File: src/rtl/muldiv_sequencer_if.sv
// Issue, flush, MTHI/MTLO and result bundle between execute stage and the multiply/divide unit.
interface muldiv_sequencer_if #(parameter int WIDTH = 32);
    logic             start_e;
    logic [1:0]       op_e;
    logic [WIDTH-1:0] src1_e;
    logic [WIDTH-1:0] src2_e;
    logic             flush_i;
    logic             hi_we;
    logic             lo_we;
    logic [WIDTH-1:0] wdata;
    logic             busy_o;
    logic             done_o;
    logic [WIDTH-1:0] hi_o;
    logic [WIDTH-1:0] lo_o;

    modport master (
        output start_e, op_e, src1_e, src2_e, flush_i, hi_we, lo_we, wdata,
        input  busy_o, done_o, hi_o, lo_o
    );

    modport slave (
        input  start_e, op_e, src1_e, src2_e, flush_i, hi_we, lo_we, wdata,
        output busy_o, done_o, hi_o, lo_o
    );
endinterface

File: src/rtl/muldiv_sequencer.sv
// Bit-serial MULT/MULTU/DIV/DIVU unit with private HI/LO, one bit per cycle,
// sign correction in a final FIX cycle; supports flush and MTHI/MTLO.
//
// state | meaning
// IDLE  | waiting for issue; MTHI/MTLO writes accepted
// MUL   | shift-add iteration, one multiplier bit per cycle
// DIV   | restoring-division iteration, one quotient bit per cycle
// FIX   | sign correction and HI/LO commit
module muldiv_sequencer #(
    parameter int WIDTH = 32
) (
    input logic           clk,
    input logic           rst,
    muldiv_sequencer_if.slave bus
);
    localparam int CW = $clog2(WIDTH + 1);

    typedef enum logic [1:0] {IDLE, MUL, DIV, FIX} state_t;

    state_t               state;
    logic [CW-1:0]        cnt;
    logic [2*WIDTH-1:0]   acc;
    logic [WIDTH-1:0]     opb;
    logic [WIDTH-1:0]     raw1;
    logic                 is_div;
    logic                 neg_res;
    logic                 neg_rem;
    logic                 div_zero;
    logic                 busy_q;
    logic                 done_q;
    logic [WIDTH-1:0]     hi_q;
    logic [WIDTH-1:0]     lo_q;

    logic                 is_signed;
    logic                 s1_neg;
    logic                 s2_neg;
    logic [WIDTH-1:0]     mag1;
    logic [WIDTH-1:0]     mag2;
    logic [WIDTH:0]       mul_sum;
    logic [WIDTH:0]       div_diff;
    logic [2*WIDTH-1:0]   prod_fix;
    logic [WIDTH-1:0]     quot_fix;
    logic [WIDTH-1:0]     rem_fix;

    assign is_signed = ~bus.op_e[0];
    assign s1_neg    = is_signed & bus.src1_e[WIDTH-1];
    assign s2_neg    = is_signed & bus.src2_e[WIDTH-1];
    assign mag1      = s1_neg ? -bus.src1_e : bus.src1_e;
    assign mag2      = s2_neg ? -bus.src2_e : bus.src2_e;

    assign mul_sum   = {1'b0, acc[2*WIDTH-1:WIDTH]} + (acc[0] ? {1'b0, opb} : '0);
    // Shifted remainder needs one extra bit so the trial subtract cannot overflow.
    assign div_diff  = acc[2*WIDTH-1:WIDTH-1] - {1'b0, opb};

    assign prod_fix  = neg_res ? -acc : acc;
    assign quot_fix  = neg_res ? -acc[WIDTH-1:0] : acc[WIDTH-1:0];
    assign rem_fix   = neg_rem ? -acc[2*WIDTH-1:WIDTH] : acc[2*WIDTH-1:WIDTH];

    always_ff @(posedge clk or negedge rst) begin
        if (!rst) begin
            state    <= IDLE;
            cnt      <= '0;
            acc      <= '0;
            opb      <= '0;
            raw1     <= '0;
            is_div   <= 1'b0;
            neg_res  <= 1'b0;
            neg_rem  <= 1'b0;
            div_zero <= 1'b0;
            busy_q   <= 1'b0;
            done_q   <= 1'b0;
            hi_q     <= '0;
            lo_q     <= '0;
        end else begin
            done_q <= 1'b0;
            case (state)
                IDLE: begin
                    if (bus.hi_we) hi_q <= bus.wdata;
                    if (bus.lo_we) lo_q <= bus.wdata;
                    if (bus.start_e && !bus.flush_i) begin
                        is_div   <= bus.op_e[1];
                        neg_res  <= s1_neg ^ s2_neg;
                        neg_rem  <= s1_neg;
                        div_zero <= (bus.src2_e == '0);
                        raw1     <= bus.src1_e;
                        cnt      <= CW'(WIDTH);
                        busy_q   <= 1'b1;
                        if (bus.op_e[1]) begin
                            acc   <= {{WIDTH{1'b0}}, mag1};
                            opb   <= mag2;
                            state <= DIV;
                        end else begin
                            acc   <= {{WIDTH{1'b0}}, mag2};
                            opb   <= mag1;
                            state <= MUL;
                        end
                    end
                end
                MUL: begin
                    if (bus.flush_i) begin
                        state  <= IDLE;
                        busy_q <= 1'b0;
                    end else begin
                        acc <= {mul_sum, acc[WIDTH-1:1]};
                        cnt <= cnt - 1'b1;
                        if (cnt == CW'(1)) state <= FIX;
                    end
                end
                DIV: begin
                    if (bus.flush_i) begin
                        state  <= IDLE;
                        busy_q <= 1'b0;
                    end else begin
                        if (div_diff[WIDTH])
                            acc <= {acc[2*WIDTH-2:0], 1'b0};
                        else
                            acc <= {div_diff[WIDTH-1:0], acc[WIDTH-2:0], 1'b1};
                        cnt <= cnt - 1'b1;
                        if (cnt == CW'(1)) state <= FIX;
                    end
                end
                FIX: begin
                    state  <= IDLE;
                    busy_q <= 1'b0;
                    if (!bus.flush_i) begin
                        done_q <= 1'b1;
                        if (!is_div) begin
                            hi_q <= prod_fix[2*WIDTH-1:WIDTH];
                            lo_q <= prod_fix[WIDTH-1:0];
                        end else if (div_zero) begin
                            hi_q <= raw1;
                            lo_q <= '1;
                        end else begin
                            hi_q <= rem_fix;
                            lo_q <= quot_fix;
                        end
                    end
                end
                default: begin
                    state  <= IDLE;
                    busy_q <= 1'b0;
                end
            endcase
        end
    end

    assign bus.busy_o = busy_q;
    assign bus.done_o = done_q;
    assign bus.hi_o   = hi_q;
    assign bus.lo_o   = lo_q;
endmodule

File: src/flat_wrapper.sv
// flat-port wrapper written by rule: the top's interface ports become plain ports
module muldiv_sequencer_flat 
#(
    parameter int WIDTH = 32
)
  (clk, rst, bus_start_e, bus_op_e, bus_src1_e, bus_src2_e, bus_flush_i, bus_hi_we, bus_lo_we, bus_wdata, bus_busy_o, bus_done_o, bus_hi_o, bus_lo_o);
  muldiv_sequencer_if #(.WIDTH(WIDTH)) bus_i ();
  input logic clk;
  input logic rst;
  input wire logic [$bits(bus_i.start_e)-1:0] bus_start_e;
  input wire logic [$bits(bus_i.op_e)-1:0] bus_op_e;
  input wire logic [$bits(bus_i.src1_e)-1:0] bus_src1_e;
  input wire logic [$bits(bus_i.src2_e)-1:0] bus_src2_e;
  input wire logic [$bits(bus_i.flush_i)-1:0] bus_flush_i;
  input wire logic [$bits(bus_i.hi_we)-1:0] bus_hi_we;
  input wire logic [$bits(bus_i.lo_we)-1:0] bus_lo_we;
  input wire logic [$bits(bus_i.wdata)-1:0] bus_wdata;
  output wire logic [$bits(bus_i.busy_o)-1:0] bus_busy_o;
  output wire logic [$bits(bus_i.done_o)-1:0] bus_done_o;
  output wire logic [$bits(bus_i.hi_o)-1:0] bus_hi_o;
  output wire logic [$bits(bus_i.lo_o)-1:0] bus_lo_o;
  assign bus_i.start_e = bus_start_e;
  assign bus_i.op_e = bus_op_e;
  assign bus_i.src1_e = bus_src1_e;
  assign bus_i.src2_e = bus_src2_e;
  assign bus_i.flush_i = bus_flush_i;
  assign bus_i.hi_we = bus_hi_we;
  assign bus_i.lo_we = bus_lo_we;
  assign bus_i.wdata = bus_wdata;
  assign bus_busy_o = bus_i.busy_o;
  assign bus_done_o = bus_i.done_o;
  assign bus_hi_o = bus_i.hi_o;
  assign bus_lo_o = bus_i.lo_o;
  muldiv_sequencer #(.WIDTH(WIDTH)) u_core (.clk(clk), .rst(rst), .bus(bus_i));
endmodule
File: config.mk
export PLATFORM = sky130hd
export DESIGN_NAME = muldiv_sequencer_flat
export DESIGN_NICKNAME = d
export VERILOG_FILES = /design/src/rtl/muldiv_sequencer_if.sv /design/src/rtl/muldiv_sequencer.sv /design/src/flat_wrapper.sv
export SDC_FILE = /design/constraint.sdc
export NUM_CORES = 1
export LEC_CHECK = 0
export ABC_AREA = 1
export CAP_MARGIN = 10
export CORE_MARGIN = 2
export CORE_UTILIZATION = 30
export DETAILED_ROUTE_END_ITERATION = 6
export HOLD_SLACK_MARGIN = 0.06
export SLEW_MARGIN = 20
export SYNTH_ARGS = -nofsm -noshare
export SYNTH_HDL_FRONTEND = slang
export SYNTH_SLANG_ARGS = --single-unit
File: constraint.sdc
create_clock -name clk -period 2.8 [get_ports clk]
set_input_delay 0.56 -clock clk [delete_from_list [all_inputs] [get_ports clk]]
set_output_delay 0.56 -clock clk [all_outputs]
set_load 0.005 [all_outputs]
Yosys cells after proc, flatten, opt, wreduce, memory -nomap -nowiden
Index checks and enable logic that the tools add are counted.
{"block": "op_classes", "add_sub_neg": 8, "n_eq_ne": 13, "mux": 36, "bitwise": 4, "n_reduce_logical": 15}
{"cell": "two-way mux 32 bit", "n": 15}
{"cell": "two-way mux 64 bit", "n": 5}
{"cell": "one-hot mux 64 bit (3 select lines)", "n": 1}
{"cell": "negator 32 bit", "n": 4}
{"cell": "one-hot mux 32 bit (2 select lines)", "n": 2}
{"cell": "negator 64 bit", "n": 1}
{"cell": "adder 32 x 33 -> 33 bit", "n": 1}
{"cell": "subtractor 33 x 32 -> 33 bit", "n": 1}
{"cell": "logical NOT 32 bit", "n": 1}
{"cell": "two-way mux 6 bit", "n": 2}
{"cell": "inequality test 2 bit, second input constant", "n": 6}
{"cell": "one-hot mux 6 bit (2 select lines)", "n": 1}
{"cell": "AND reduction 3 bit", "n": 3}
{"cell": "two-way mux 2 bit", "n": 4}
{"cell": "== test 6 x 1 -> 1 bit, second input constant", "n": 1}
{"cell": "one-hot mux 2 bit (3 select lines)", "n": 1}
{"cell": "AND reduction 2 bit", "n": 3}
{"cell": "subtractor 6 x 1 -> 6 bit, second input constant", "n": 1}
{"cell": "== test 2 bit, second input constant", "n": 2}
{"cell": "two-way mux 1 bit", "n": 4}
{"cell": "inequality test 2 x 1 -> 1 bit, second input constant", "n": 2}
{"cell": "AND reduction 4 bit", "n": 1}
{"cell": "nonzero test 2 bit", "n": 2}
{"cell": "inequality test 3 x 1 -> 1 bit, second input constant", "n": 1}
{"cell": "10 further kinds", "n": 11}
{"block": "totals", "regBits": 206, "in_bits": 104, "output_inout_bits": 66, "elab_cells": 89}

Logic depth before layout (Yosys ltp)
Gate-level depths: netlist of run 1.
{"block": "logic_depth", "word_depth": 6, "ltp_mapped": 20, "mapped_depth_nobuf": 19}

Least setup slack after synthesis of run 1
Ideal clock, no wire load.
{"block": "synth_timing", "path_kind": "flip-flop to flip-flop", "startpoint": "register u_core.acc[0]", "endpoint": "register u_core.acc[61]", "setup_time_ps": 117, "t_arrival_ps": 2272, "t_required_ps": 2683, "setup_slack_ps": 410, "stages_incl_launch_ff": 17, "path_buffers": 2, "synth_period_minus_slack_ps": 2390, "path_cell_list": "dfrtp_1 buf_2 clkbuf_1 nand2_1 inv_1 ha_1 fa_1 nand3_1 nand2_1 a21oi_1 o21ai_0 nand2_1 nand3_1 nand3_1 nand2_1 nand2_1 nand2_1"}
{"block": "synth_via", "elab_chain_cells": 4}
{"item": "start: declaration", "line_no": "muldiv_sequencer.sv:22", "text": "logic [2*WIDTH-1:0] acc;"}
{"item": "start signal: assignment", "line_no": "muldiv_sequencer.sv:89", "text": "acc <= {{WIDTH{1'b0}}, mag1};"}
{"item": "start signal: assignment", "line_no": "muldiv_sequencer.sv:93", "text": "acc <= {{WIDTH{1'b0}}, mag2};"}
{"item": "start signal: assignment", "line_no": "muldiv_sequencer.sv:104", "text": "acc <= {mul_sum, acc[WIDTH-1:1]};"}
{"item": "two-way mux 32 bit", "line_no": "muldiv_sequencer.sv:51", "text": "assign mul_sum = {1'b0, acc[2*WIDTH-1:WIDTH]} + (acc[0] ? {1'b0, opb} : '0);"}
{"item": "adder 32 x 33 -> 33 bit", "line_no": "muldiv_sequencer.sv:51"}
{"item": "two-way mux 64 bit", "line_no": "muldiv_sequencer.sv:100", "text": "if (bus.flush_i) begin"}
{"item": "one-hot mux 64 bit (3 select lines)", "line_no": "muldiv_sequencer.sv:76", "text": "case (state)"}
Every way passes these cells. The select of a mux whose other input is x is not followed.
A chain may end at the register's enable or synchronous reset.

Final worst setup path of run 1
{"block": "layout_timing", "startpoint": "register u_core.opb[23]", "endpoint": "register u_core.acc[0]"}
{"block": "layout_via", "elab_chain_cells": 4}
{"item": "start: declaration", "line_no": "muldiv_sequencer.sv:23", "text": "logic [WIDTH-1:0] opb;"}
{"item": "start signal: assignment", "line_no": "muldiv_sequencer.sv:90", "text": "opb <= mag2;"}
{"item": "start signal: assignment", "line_no": "muldiv_sequencer.sv:94", "text": "opb <= mag1;"}
{"item": "subtractor 33 x 32 -> 33 bit", "line_no": "muldiv_sequencer.sv:53", "text": "assign div_diff = acc[2*WIDTH-1:WIDTH-1] - {1'b0, opb};"}
{"item": "two-way mux 64 bit", "line_no": "muldiv_sequencer.sv:114", "text": "if (div_diff[WIDTH])"}
{"item": "two-way mux 64 bit", "line_no": "muldiv_sequencer.sv:110", "text": "if (bus.flush_i) begin"}
{"item": "one-hot mux 64 bit (3 select lines)", "line_no": "muldiv_sequencer.sv:76"}
{"item": "end signal: assignment", "line_no": "muldiv_sequencer.sv:89"}
{"item": "end signal: assignment", "line_no": "muldiv_sequencer.sv:115", "text": "acc <= {acc[2*WIDTH-2:0], 1'b0};"}
{"item": "end signal: assignment", "line_no": "muldiv_sequencer.sv:117", "text": "acc <= {div_diff[WIDTH-1:0], acc[WIDTH-2:0], 1'b1};"}
Every way passes these cells. The select of a mux whose other input is x is not followed.

==> qor.yml, run 1 <==
final_layout:
  fillers: 7449
  insertedDiodeCount: 0
  nNetsFinal: 3876
  flow.area_growth_from_synthesis_pct: 24.3
  multi_input_area_mm2: 0.0130
  fin_cells: 4588
  drive_gt1_frac: 0.0934
  seq_area_mm2: 0.00516
  final_util: 0.375
logic_synthesis:
  syn-num-nets: 3588
  synthMostInstantiatedCell: "nand2_1"
  syn_avg_cell_area_um2: 5.94
  synth_area_leader_cell: "dfrtp_1"
  ys_async_sr_fraction: 1.00
  ys.flop_type: "dfrtp_1"
  synthCells: 3407
  yosysWarnings: 0
  netlist_area_mm2: 0.0202
  synth_edf_count: 0
  synth_common_cells: "1130 x nand2_1, 416 x nor2_1, 390 x inv_1"
  synth_cell_types: 54
  yosysTopAreaCellShare: 0.255
  ys_seq_area_frac: 0.255
  synth_area_leaders: "dfrtp_1 25%, nand2_1 21%, nor2_1 7.7%, inv_1 7.2%, nand3_1 6.4%"
  ys_seq_elements: 206
floorplanning:
  initial_core_util: 0.302
  num_rows: 95
  core_area_mm2: 0.0670
  die_h_um: 264
  die-area_mm2: 0.0696
  io_pins: 170
  dieWidth_um: 264
clock_tree:
  clock_latency_ns: 0.59
  cts_tree: "built"
  cts_made_buffers: 28
  root_buffer: "clkbuf_16"
  cts_buffer_depth: 3
  clk_pin_slew_ns: 0.06
  postCtsSetupBuffers: 0
  clock_sinks: 206
  h-tree-depth: 1
timing:
  finalCritPeriodShare: 0.960
  slew_headroom: 0.471
  rsz0062_at_grt: "true"
  drv_slew: 0
  skew_ns: 0.0197
  clock.fmax_mhz: 372
  fin_crit_ns: 2.69
  hold_violations: 0
  setup_viol: 0
  worst_pin_slew_ns: 0.785
critical_path:
  crit_fanout: 5
  critPathLaunch: "u_core.opb[23]"
  critical_path_depth: 16
  cpMostUsedCell: "nand2_1"
  max_stage_delay_ns: 0.47
  critPathRequiredTime_ns: 3.29
  crit_path_end_kind: "flip-flop"
  reg2reg_to: "u_core.acc[0]"
  endpoint: "u_core.acc[0]"
  cp_slowest_cell: "dfrtp_1"
  critical_path.top_delay_family: "simple AND/OR/NAND/NOR gates"
  worst-path-buf-inv: 4
  rr_worst_depth: 16
  rr_startpoint: "u_core.opb[23]"
  critPathKind: "reg -> reg"
  reg2reg_setup_slack_ns: 0.11
  cp.arrival_ns: 3.17
  crit_path_start_kind: "flip-flop"
  path_cells: "inv_1 -> ha_1 -> nand2_2 -> inv_2 -> nand2_1 -> nand2_1 -> inv_2 -> nand2_1 -> a21oi_4 -> nand2_4 -> nand2_1 -> nand3_2 -> buf_4 -> o21ai_0 -> nand2_1 -> nand2_1"
route:
  antenna_left: 0
  wl_per_cell_um: 21.2
  drc: 0
  drt_first_pass_iters: 6
  via_per_inst: 5.28
  num_vias: 24231
  wirelength_um: 97400
  drt_iter0_drc: 2853
status:
  status: "complete, no violations"
placed_design:
  io_buffers: 169
  gp_congestion: 1.02
  dp_hpwl_um: 80200
  place_inst: 4537
power:
  fin_total_pwr_w: 0.0279
  leakage_nw: 13.0
  powerDensity_mw_per_mm2: 1110
  irDropWorstVdd_uv: 665
min_path:
  hold_path_class: "reg -> reg"
global_routing:
  antenna_found_initial: 1
  grt_max_degree: 73
  grt_usage: 0.270
  grt_first_pass_wirelength_um: 142000
  grt_pass1_vias: 21954
  grt_remaining_overflow: 0
job:
  max-cap-violations: 0
-- tightest hold or removal path, cell delays in order (launching register included) --
cell	delay, ns
dfrtp_1	0.34
nand2_1	0.05
o21ai_0	0.06
-- sequential cells by signal, summed over array words and instances (netlist names), 2 cells and up --
signal           cells
u_core.state         2
u_core.raw1         32
u_core.bus.lo_o     32
u_core.acc          64
u_core.cnt           6
u_core.opb          32
u_core.bus.hi_o     32
-- cell usage in the layout, fill, tap and decap left out, types with 30 or more instances in the layout --
master	instances
nand2_1	1127
nor2_1	412
inv_1	390
nand3_1	257
dfrtp_1	204
a21oi_1	202
buf_4	200
o21ai_0	174
clkdlybuf4s50_1	168
ha_1	69
xor2_1	50
a22oi_1	41
nand4_1	38
o22ai_1	32
o21ai_1	30
nand3b_1	30
-- per-layer routing --
layer  global-route usage  vias up  routed length (µm)
li1                     -    11594                   -
met1                0.391    11348               43700
met2                0.405     1145               40700
met3               0.0477      144                9470
met4               0.0837        0                3470
met5                    0        -                   0
-- area by class of cell --
type                            instances  area share
Tap cell                              873      0.0434
Clock inverter                         12     0.00552
Sequential cell                       206       0.205
Inverter                              408      0.0609
Multi-Input combinational cell       2671       0.518
Timing Repair Buffer                  380       0.135
Clock buffer                           38      0.0313
-- how the worst min path moves through the flow --
stage | start | to | slack [ns] | cells past startpoint
CTS | u_core.raw1[19] | u_core.raw1[19] | 0.49 | 2
detailed placement | u_core.raw1[19] | u_core.raw1[19] | 0.47 | 2
global route | u_core.cnt[5] | u_core.cnt[5] | 0.52 | 1
global placement | u_core.raw1[15] | u_core.raw1[15] | 0.46 | 2
finish | u_core.raw1[19] | u_core.raw1[19] | 0.49 | 2
floorplan | rst | u_core.acc[0] | 0.26 | 0
-- where the power goes --
| part | internal (W) | total (W) | switching (W) | leakage [nW] |
|---|---|---|---|---|
| sequential | 0.00427 | 0.00592 | 0.00165 | 2.52 |
| clock | 0.00216 | 0.00375 | 0.00159 | 0.456 |
| combinational | 0.00633 | 0.0182 | 0.0119 | 10.1 |
-- repair_timing --
| item | in CTS | in global routing |
|---|---|---|
| hold buffers | 1 | 0 |
| endpoints found under the hold margin | 57 | 0 |
| pin swaps | 0 | 1 |
| cloned | 0 | 0 |
| resized for setup | 1 | 22 |
| setup endpoints to repair | 1 | 8 |
-- per-stage QoR --
step | TNS (ns) | cell area, µm² | setup slack [ns] | hold WS [ns]
final | 0 | 25200 | 0.113 | 0.492
after global routing | -0.0567 | 25200 | -0.0538 | 0.523
after CTS | 0 | 25100 | 0.0646 | 0.488
after detailed placement | -0.308 | 24100 | -0.133 | 0.474
after global placement | -0.0397 | 24100 | -0.0235 | 0.462
after floorplan | 0 | 20200 | 0.410 | 0.264
-- cells by family after synthesis --
logic type | share of synthesized area
buffers and inverters | 0.106
and+or+nand+nor | 0.403
AOI/OAI and AO/OA | 0.160
xor gates and xnor gates | 0.0277
adders and majority gates | 0.0483
DFF | 0.255
Note: power is estimated with default switching activity, not from simulation.
==> run 2, diff against run 1 <==
--- a/config.mk
+++ b/config.mk
@@ -11,6 +11,7 @@
 export CORE_UTILIZATION = 30
 export DETAILED_ROUTE_END_ITERATION = 6
 export HOLD_SLACK_MARGIN = 0.06
+export SKIP_LAST_GASP = 1
 export SLEW_MARGIN = 20
 export SYNTH_ARGS = -nofsm -noshare
 export SYNTH_HDL_FRONTEND = slang
==> constraint.sdc (replaced) <==
create_clock -name clk -period 2.4 [get_ports clk]
set_input_delay 0.48 -clock clk [delete_from_list [all_inputs] [get_ports clk]]
set_output_delay 0.48 -clock clk [all_outputs]
set_load 0.005 [all_outputs]
==> run 2 against run 1 <==
The run now ends with design-rule violations, negative setup slack left. Largest power group unchanged. Design area grew 13%. Largest cell class unchanged. Critical path depth stayed put. Die area unchanged. Highest routed layer unchanged. Combinational power up 38%.
==> qor.yml, run 2 (synthesized netlist as in run 1, its figures left out) <==
critical_path:
  cp_slowest_cell: "dfrtp_1"
  endpoint: "u_core.acc[39]"
  reg2reg_to: "u_core.acc[39]"
  critical_path.top_delay_family: "simple AND/OR/NAND/NOR gates"
  critPathRequiredTime_ns: 2.86
  max_stage_delay_ns: 0.38
  worst-path-buf-inv: 4
  crit_fanout: 3
  rr_worst_depth: 16
  cpMostUsedCell: "nand2_1"
  critPathKind: "reg -> reg"
  rr_startpoint: "u_core.opb[0]"
  path_cells: "buf_4 -> nand2_1 -> inv_1 -> ha_2 -> fa_2 -> nand3_1 -> nand2_2 -> buf_4 -> nand3_1 -> nand2_2 -> buf_4 -> or2_2 -> nand3_2 -> nand2_1 -> nand2_1 -> nand2_1"
  critPathLaunch: "u_core.opb[0]"
  cp.arrival_ns: 2.90
  crit_path_start_kind: "flip-flop"
  crit_path_end_kind: "flip-flop"
  critical_path_depth: 16
  reg2reg_setup_slack_ns: -0.03
clock_tree:
  h-tree-depth: 1
  cts_tree: "built"
  clock_sinks: 206
  root_buffer: "clkbuf_16"
  cts_made_buffers: 27
  clk_pin_slew_ns: 0.06
  cts_buffer_depth: 3
  clock_latency_ns: 0.58
final_layout:
  final_cell_mix: "1073 x nand2_1, 486 x buf_4, 376 x inv_1, 373 x nor2_1, 231 x nand3_1"
  flow.area_growth_from_synthesis_pct: 40.5
  final_common_cell: "nand2_1"
  nNetsFinal: 4176
  largest_reg_flops: 64
  fin_cells: 4890
  drive_gt1_frac: 0.212
  top_register: "u_core.acc"
timing:
  drv_slew: 0
  worst_pin_slew_ns: 0.697
  clock.fmax_mhz: 411
  hold_slack_ns: 0.477
  slew_headroom: 0.535
  setup_tns_ns: -0.0803
  skew_ns: 0.0199
  layout_setup_ws_ns: -0.0341
  rsz0062_at_grt: "true"
  finalCritPeriodShare: 1.01
  setup_viol: 5
  hold_violations: 0
  fin_crit_ns: 2.43
global_routing:
  grt_usage: 0.278
  antenna_found_initial: 1
  grt_first_pass_wirelength_um: 147000
  grt_remaining_overflow: 0
  grt_pass1_vias: 23412
  grt_max_degree: 60
placed_design:
  dp_hpwl_um: 82500
  pre_cts_ws_ns: -0.278
  gp_congestion: 1.05
  io_buffers: 169
  place_inst: 4812
power:
  powerDensity_mw_per_mm2: 1260
  fin_total_pwr_w: 0.0359
  irDropWorstVdd_uv: 603
  leakage_nw: 14.6
route:
  wl_per_cell_um: 20.6
  drc: 1
  via_per_inst: 5.20
  wirelength_um: 101000
  drt_first_pass_iters: 7
  antenna_left: 0
  drt_iter0_drc: 2909
  num_vias: 25439
floorplanning:
  dieWidth_um: 264
  num_rows: 95
  core_area_mm2: 0.0670
  initial_core_util: 0.302
  io_pins: 170
  die_h_um: 264
  die-area_mm2: 0.0696
status:
  status: "finished, violations left"
  violations: "design-rule violations, negative setup slack"
min_path:
  hold_path_class: "in -> async"
job:
  max-cap-violations: 0
## run 2: cell types whose count changed in the layout (fill, tap and decap cells not counted), moves of 22 or more
cell / previous run / this run
buf_4: 200 / 486
ha_1: 69 / 46
ha_4: 2 / 24
nand2_1: 1127 / 1073
nand2_2: 15 / 58
nand3_1: 257 / 231
nand3_2: 15 / 39
nor2_1: 412 / 373
nor2_2: 12 / 41
## run 2: worst register-to-register path: cells and delay by family (launching register included)
family / cells / cell delay, ns
buf+inv: 4 / 0.49
fa+ha+maj: 2 / 0.55
simple gates: 10 / 0.90
flops: 1 / 0.38
## run 2: timing repair
action                                 CTS  global route
cloned                                   0             2
pin swaps                               12            53
endpoints found under the hold margin   52             0
hold buffers                             1             0
setup endpoints to repair               36            67
setup buffers                            4            20
resized for setup                       80           211
## run 2: power by group
| part | switching [W] | internal, W | leakage (nW) |
|---|---|---|---|
| Combinational | 0.0151 | 0.00996 | 11.7 |
| Clock | 0.00171 | 0.00234 | 0.419 |
| Sequential | 0.00176 | 0.00501 | 2.50 |
## run 2: per-layer routing
metal  vias to the layer above  track usage  share of wire
met5                         -            0              0
met4                         0       0.0990          0.040
met3                       172       0.0469          0.098
met2                      1150        0.415           0.42
met1                     11905        0.402           0.44
li1                      12212            -              -
## run 2: through the flow
step,util,instance area (µm²)
floorplan,-,20200
global placement,0.392,26300
detailed placement,0.392,26300
CTS,0.410,27500
global route,0.424,28400
finish,0.424,28400
## run 2: layout make-up
| class | instances | area [µm²] |
|---|---|---|
| fill | 7270 | 38600 |
| multi-input combinational | 2671 | 14000 |
| timing repair buffer | 681 | 5790 |
| sequential | 206 | 5180 |
| inverter | 408 | 1540 |
| tap | 873 | 1090 |
| clock buffer | 41 | 778 |
| clock inverter | 8 | 78.8 |
| antenna | 2 | 5.00 |
## run 2: how the worst min path moves through the flow
| stage | startpoint | endpoint | slack, ns | depth (start not counted) |
|---|---|---|---|---|
| 6_report | rst | u_core.opb[23] | 0.48 | 2 |
| 5_1_grt | u_core.raw1[25] | u_core.raw1[25] | 0.51 | 2 |
| 4_1_cts | u_core.raw1[15] | u_core.raw1[15] | 0.48 | 2 |
| 3_5_place_dp | u_core.raw1[15] | u_core.raw1[15] | 0.46 | 2 |
| 3_3_place_gp | u_core.raw1[15] | u_core.raw1[15] | 0.46 | 2 |
| 2_1_floorplan | rst | u_core.acc[0] | 0.18 | 0 |
